--- config.mk ---
export PLATFORM = sky130hd
export DESIGN_NAME = alu_z_stage
export DESIGN_NICKNAME = d
export VERILOG_FILES = /design/src/rtl/alu_z_stage.sv
export SDC_FILE = /design/constraint.sdc
export NUM_CORES = 1
export LEC_CHECK = 0
export CORE_MARGIN = 2
export CORE_UTILIZATION = 24
export DETAILED_ROUTE_END_ITERATION = 16
export PLACE_DENSITY = 0.57
export SYNTH_ARGS = -nofsm -noshare
export SYNTH_HDL_FRONTEND = slang
export SYNTH_SLANG_ARGS = --single-unit
--- constraint.sdc ---
create_clock -name clk -period 2.6 [get_ports clk]
set_input_delay 0.78 -clock clk [delete_from_list [all_inputs] [get_ports clk]]
set_output_delay 0.78 -clock clk [all_outputs]
set_load 0.02 [all_outputs]
--- src/rtl/alu_z_stage.sv ---
// Z result register pair with one- or two-beat output sequencing.
// Optional zero/negative flag outputs are enabled by defining ALU_Z_FLAGS_EN.
module alu_z_stage #(
    parameter int unsigned DATA_WIDTH  = 32,
    parameter int unsigned COUNT_WIDTH = 8
) (
    input  logic                     clk,
    input  logic                     clr,
    input  logic                     in_valid,
    output logic                     in_ready,
    input  logic                     in_wide,
    input  logic [2*DATA_WIDTH-1:0]  result,
    input  logic                     flush,
    output logic                     out_valid,
    input  logic                     out_ready,
    output logic [DATA_WIDTH-1:0]    out_data,
    output logic                     out_is_hi,
    output logic [DATA_WIDTH-1:0]    z_high,
    output logic [DATA_WIDTH-1:0]    z_low,
    output logic [COUNT_WIDTH-1:0]   cap_count
`ifdef ALU_Z_FLAGS_EN
    ,
    output logic                     z_flag,
    output logic                     n_flag
`endif
);

    localparam logic [1:0] IDLE    = 2'd0;
    localparam logic [1:0] SEND_LO = 2'd1;
    localparam logic [1:0] SEND_HI = 2'd2;

    logic [1:0]             r_state;
    logic [1:0]             w_state_nxt;
    logic                   r_wide;
    logic [DATA_WIDTH-1:0]  r_z_high;
    logic [DATA_WIDTH-1:0]  r_z_low;
    logic [COUNT_WIDTH-1:0] r_cap_count;
    logic                   w_last_hs;
    logic                   w_cap;

    // Final beat handshake frees the stage in the same cycle, allowing back-to-back capture.
    assign w_last_hs = out_ready &
                       ((r_state == SEND_HI) | ((r_state == SEND_LO) & ~r_wide));
    assign in_ready  = ~flush & ((r_state == IDLE) | w_last_hs);
    assign w_cap     = in_valid & in_ready;

    assign out_valid = (r_state != IDLE);
    assign out_is_hi = (r_state == SEND_HI);
    assign out_data  = (r_state == SEND_HI) ? r_z_high : r_z_low;
    assign z_high    = r_z_high;
    assign z_low     = r_z_low;
    assign cap_count = r_cap_count;

    always_comb begin
        w_state_nxt = r_state;
        if (flush) begin
            w_state_nxt = IDLE;
        end else if (w_cap) begin
            w_state_nxt = SEND_LO;
        end else if (out_ready) begin
            case (r_state)
                SEND_LO: w_state_nxt = r_wide ? SEND_HI : IDLE;
                SEND_HI: w_state_nxt = IDLE;
                default: w_state_nxt = r_state;
            endcase
        end
    end

    always_ff @(posedge clk or negedge clr) begin
        if (!clr) begin
            r_state     <= IDLE;
            r_wide      <= 1'b0;
            r_z_high    <= '0;
            r_z_low     <= '0;
            r_cap_count <= '0;
        end else begin
            r_state <= w_state_nxt;
            if (w_cap) begin
                r_wide      <= in_wide;
                r_z_high    <= result[2*DATA_WIDTH-1:DATA_WIDTH];
                r_z_low     <= result[DATA_WIDTH-1:0];
                r_cap_count <= r_cap_count + COUNT_WIDTH'(1);
            end
        end
    end

`ifdef ALU_Z_FLAGS_EN
    logic r_z_flag;
    logic r_n_flag;

    assign z_flag = r_z_flag;
    assign n_flag = r_n_flag;

    always_ff @(posedge clk or negedge clr) begin
        if (!clr) begin
            r_z_flag <= 1'b0;
            r_n_flag <= 1'b0;
        end else if (w_cap) begin
            if (in_wide) begin
                r_z_flag <= (result == '0);
                r_n_flag <= result[2*DATA_WIDTH-1];
            end else begin
                r_z_flag <= (result[DATA_WIDTH-1:0] == '0);
                r_n_flag <= result[DATA_WIDTH-1];
            end
        end
    end
`endif

endmodule

======== Word level (Yosys, flattened, before mapping) ========
Index checks and enable logic that the tools add are counted.
operators by class
  equal/unequal tests ..................... 2
  muxes and demuxes ....................... 6
  reductions and logical operators ........ 5
  bitwise gates (word level) .............. 8
  add/subtract/negate cells ............... 1
operators by type and width
  operator               count
  $mux W32               1
  $add A8 B1 Y8 const B  1
  $mux W2                4
  $and A1 B1 Y1          4
  $pmux W2 S2            1
  $reduce_bool A4 Y1     1
  $reduce_bool A3 Y1     1
  $eq A2 B1 Y1 const B   1
  $eq A2 B2 Y1 const B   1
  $logic_not A2 Y1       1
  $not A1 Y1             2
  $or A1 B1 Y1           2
  $reduce_and A2 Y1      1
  $reduce_bool A2 Y1     1
word-level totals
  input bits .............................. 70
  register bits ........................... 75
  output and inout bits ................... 107

======== Logic depth before layout (Yosys ltp) ========
Gate-level depths: netlist of the first run.
  depth in word-level cells ............... 9
  gate-level depth with buffers ........... 5
  mapped depth without buffers ............ 4

======== Worst setup path after synthesis of the first run ========
Ideal clock, no wire load.
  path kind ............................... input port to output port
  start point ............................. input port out_ready
  end point ............................... output port in_ready
  slack ................................... 296 ps
  arrival ................................. 1,524 ps
  data required time ...................... 1,820 ps
  cell stages on the path ................. 3
  path buffers ............................ 0
  cells stage by stage .................... and2b_2 o31ai_1 inv_1
between the ends
  cells in the longest elaborated chain, start to end .. 3
RTL lines
  item                RTL line  source
  start: declaration  15        input logic out_ready,
  $and A1 B1 Y1       42        assign w_last_hs = out_ready &
  $or A1 B1 Y1        44        assign in_ready = ~flush & ((r_state == IDLE) | w_last_hs);
  $and A1 B1 Y1       44
  end: declaration    10        output logic in_ready,
Every way passes these cells.

======== Worst setup path in the final report of the first run ========
  start point ............................. register r_state[0]
  end point ............................... output port out_data[0]
between the ends
  cells in the longest elaborated chain, start to end .. 2
RTL lines
  item                      RTL line  source
  start: declaration        32        logic [1:0] r_state;
  start signal: assignment  77        r_state <= w_state_nxt;
  $eq A2 B2 Y1              49        assign out_data = (r_state == SEND_HI) ? r_z_high : r_z_low;
  $mux W32                  49
  end: declaration          16        output logic [DATA_WIDTH-1:0] out_data,
Every way passes these cells.

==> flow_summary.ini, run 1 <==
[setup_path]
worstSetupStartpointType = flip-flop
r2r_end = z_low[16]$_DFFE_PN0P_
slowest_delay_ps = 360
r2r_slack_ps = 480
endpoint = out_data[0]
reg2reg_depth = 7
path_max_fanout = 15
regToRegStartpoint = r_state[0]$_DFFE_PN0P_
critPathCaptureType = output port
crit_type = flip-flop to output port
cp_cell_sequence = nand2b_4 > buf_8 > mux2_2 > dlygate4sd2_1
required_ps = 1820
arrival_ps = 1730
worstSetupStartpoint = r_state[0]$_DFFE_PN0P_
slowest_stage = dfrtp_1

[pwr]
total_power_mw = 4.72
power_density_mw_per_mm2 = 835
p_int_mw = 3.15
power.share.combinational_pct = 40.0
power_frac_seq_pct = 35.4
sw_frac_of_total_pct = 33.3
peakVddDrop_mv = 0.299
switching_power_mw = 1.57
clockPowerShare_pct = 24.5
leakagePower_nw = 2.43

[status]
outcome = finished clean

[yosys]
ys_types = 23
ys_warn_count = 0
synth_nets = 291
synth_ff_type = dfrtp_1
synth_edf_count = 0
netlist_area_mm2 = 0.00333
ys_seq_area_share_pct = 56.3
synth-async-reset-ratio_pct = 100
synthCells = 220
ys_seq_elements = 75
syn_area_per_cell_um2 = 15.2

[floorplan]
num_rows = 43
io_pins = 177
coreArea_mm2 = 0.0137
start_util_pct = 24.3
dieArea_mm2 = 0.0148
die_x_um = 122
die_y_um = 122

[cells_and_area]
layout.area.seq_mm2 = 0.00188
multi_input_area_mm2 = 0.00137
drive_gt1_share_pct = 32.0
nNetsFinal = 481
areaGrowthSynthToFinish_pct = 69.4
num_antenna_cells = 0
fillCellCount = 1327
fin_cells = 595

[clock_network]
clock-sinks = 75
path_clk_slew_ps = 60
clk_path_buf_depth = 2
clk_latency_ps = 330
cts_buffers = 9
ctsHoldBuffers = 0
htreeDepth = 3
cts_tree = yes
clock-root-buffer = clkbuf_16

[route]
antenna_left = 0
wl_per_cell_um = 15.1
met2_length_mm = 4.42
wl_met3_um = 594
top_layer_used = met4
vias = 2500
drt_iter0_drc = 90
drt-met1-wl_mm = 3.80
viasPerCell = 4.20
drc_errors = 0
wl_mm = 8.97
firstDrtPassIters = 4

[grt]
grt_antenna_before_repair = 0
gr-total-overflow = 0
grt.total_usage_pct = 12.4
grt_pass1_wl_mm = 13.9
grt_max_degree = 43
grt_pass1_vias = 2627

[sta]
finClkSkew_ps = 3.45
max_slew_margin_pct = 68.3
hold_viol_final = 0
rsz0062_at_grt = false
setup_ws_ps = 89.8
fmax_mhz = 398
setup_viol = 0
slew_viol_final = 0
finalCritPeriodShare_pct = 96.5
final.min_clock_period_ps = 2510
tightestPinTransition_ps = 476

[placement]
post-place-ws_ps = -555
placed_cells_incl_taps = 576
portBuffers = 176
place_hpwl_mm = 6.55
gp_congestion = 0.722

[run]
drv_cap = 0

[worst_hold_path]
hp-class = input pin to async pin
==> stage by stage <==
stage / area, um^2 / hold WS [ps] / utilization, % / TNS, ps
final: 5650 / 399 / 41.2 / 0
after global routing: 5650 / 426 / 41.2 / 0
after floorplan: 3330 / 484 / - / 0
after detailed placement: 5360 / 474 / 39.0 / -5870
after CTS: 5620 / 412 / 40.9 / -92.9
after global placement: 5360 / 463 / 39.0 / -5610
==> flip-flops by register name, indices dropped and copies added, names as in the netlist <==
signal	count
r_state	2
z_high	32
r_wide	1
cap_count	8
z_low	32
==> worst max-delay path: cells and delay by family, from the launching register on <==
| family | cells | cell delay (ps) |
|---|---|---|
| flip-flops | 1 | 360 |
| buffers and inverters | 2 | 510 |
| multiplexers | 1 | 340 |
| AND/OR/NAND/NOR | 1 | 180 |
==> synthesized netlist by cell type, types with 2 or more instances <==
cell type	count	area share [%]
mux2_2	92	31
nor2_1	4	0.45
buf_6	7	2.4
inv_1	7	0.79
mux2_4	6	2.7
xor2_1	5	1.3
buf_2	3	0.45
nand2_1	3	0.34
xnor2_1	2	0.53
nand3_1	2	0.30
nor3_1	3	0.45
dfrtp_1	75	56
==> logic make-up after synthesis <==
family,Yosys count,synth area share (%)
XOR/XNOR,7,1.84
adder cells (fa/ha/maj),1,0.375
flip-flops,75,56.3
buffers and inverters,18,3.72
AND/OR/NAND/NOR,17,2.59
AO/OA/AOI/OAI,4,1.39
multiplexers,98,33.8
==> layout by cell type, fill, tap and decap left out, drive strengths merged, types with 2 or more instances in the layout <==
cell type | netlist | final
nor3 | 3 | 3
clkdlybuf4s50 | 0 | 141
mux2 | 98 | 98
clkbuf | 1 | 14
nand3 | 2 | 2
clkinv | 0 | 2
dfrtp | 75 | 75
nor2 | 4 | 4
xor2 | 5 | 5
xnor2 | 2 | 2
inv | 7 | 7
buf | 10 | 16
dlygate4sd2 | 0 | 32
nand2 | 3 | 3
==> power groups by stage <==
stage	registers [mW]	logic (mW)	clock network (mW)
after detailed placement	1.69	1.98	0
after global routing	1.72	2.01	1.27
final	1.67	1.89	1.16
after floorplan	1.96	0.663	0
after CTS	1.68	1.91	1.20
after global placement	1.68	1.97	0
==> what timing repair did <==
item,CTS,global route
endpoints found under the setup margin,34,34
buffers inserted,0,3
gates resized for setup,43,2
pin swaps,1,0
==> final cells by class <==
| class | count | share of cell area [%] |
|---|---|---|
| Timing Repair Buffer | 190 | 33.3 |
| Sequential cell | 75 | 33.2 |
| Multi-Input combinational cell | 127 | 24.2 |
| Clock buffer | 14 | 4.67 |
| Tap cell | 180 | 3.99 |
| Inverter | 7 | 0.465 |
| Clock inverter | 2 | 0.177 |
==> how the worst min path moves through the flow <==
stage / startpoint / to / slack, ps / cells past startpoint
floorplan: clr / cap_count[0]$_DFFE_PN0P_ / 480 / 0
global placement: cap_count[7]$_DFFE_PN0P_ / cap_count[7]$_DFFE_PN0P_ / 460 / 1
detailed placement: cap_count[7]$_DFFE_PN0P_ / cap_count[7]$_DFFE_PN0P_ / 470 / 1
CTS: clr / cap_count[7]$_DFFE_PN0P_ / 410 / 1
global route: clr / cap_count[7]$_DFFE_PN0P_ / 430 / 1
finish: clr / cap_count[7]$_DFFE_PN0P_ / 400 / 1
==> layer usage <==
layer / global-route usage [%] / vias to the layer above
li1: - / 1160
met1: 15.5 / 1230
met2: 20.1 / 100
met3: 2.86 / 10
met4: 6.03 / 0
met5: 0 / -
Power figures use the tool's default switching activity.
==> inputs of run 2 (changes only) <==
--- a/config.mk
+++ b/config.mk
@@ -8,6 +8,7 @@
 export CORE_MARGIN = 2
 export CORE_UTILIZATION = 24
 export DETAILED_ROUTE_END_ITERATION = 16
+export HOLD_SLACK_MARGIN = 0.08
 export PLACE_DENSITY = 0.57
 export SYNTH_ARGS = -nofsm -noshare
 export SYNTH_HDL_FRONTEND = slang
==> results of run 2 <==
No change in the layout: final DEF, timing and power equal those of run 1.
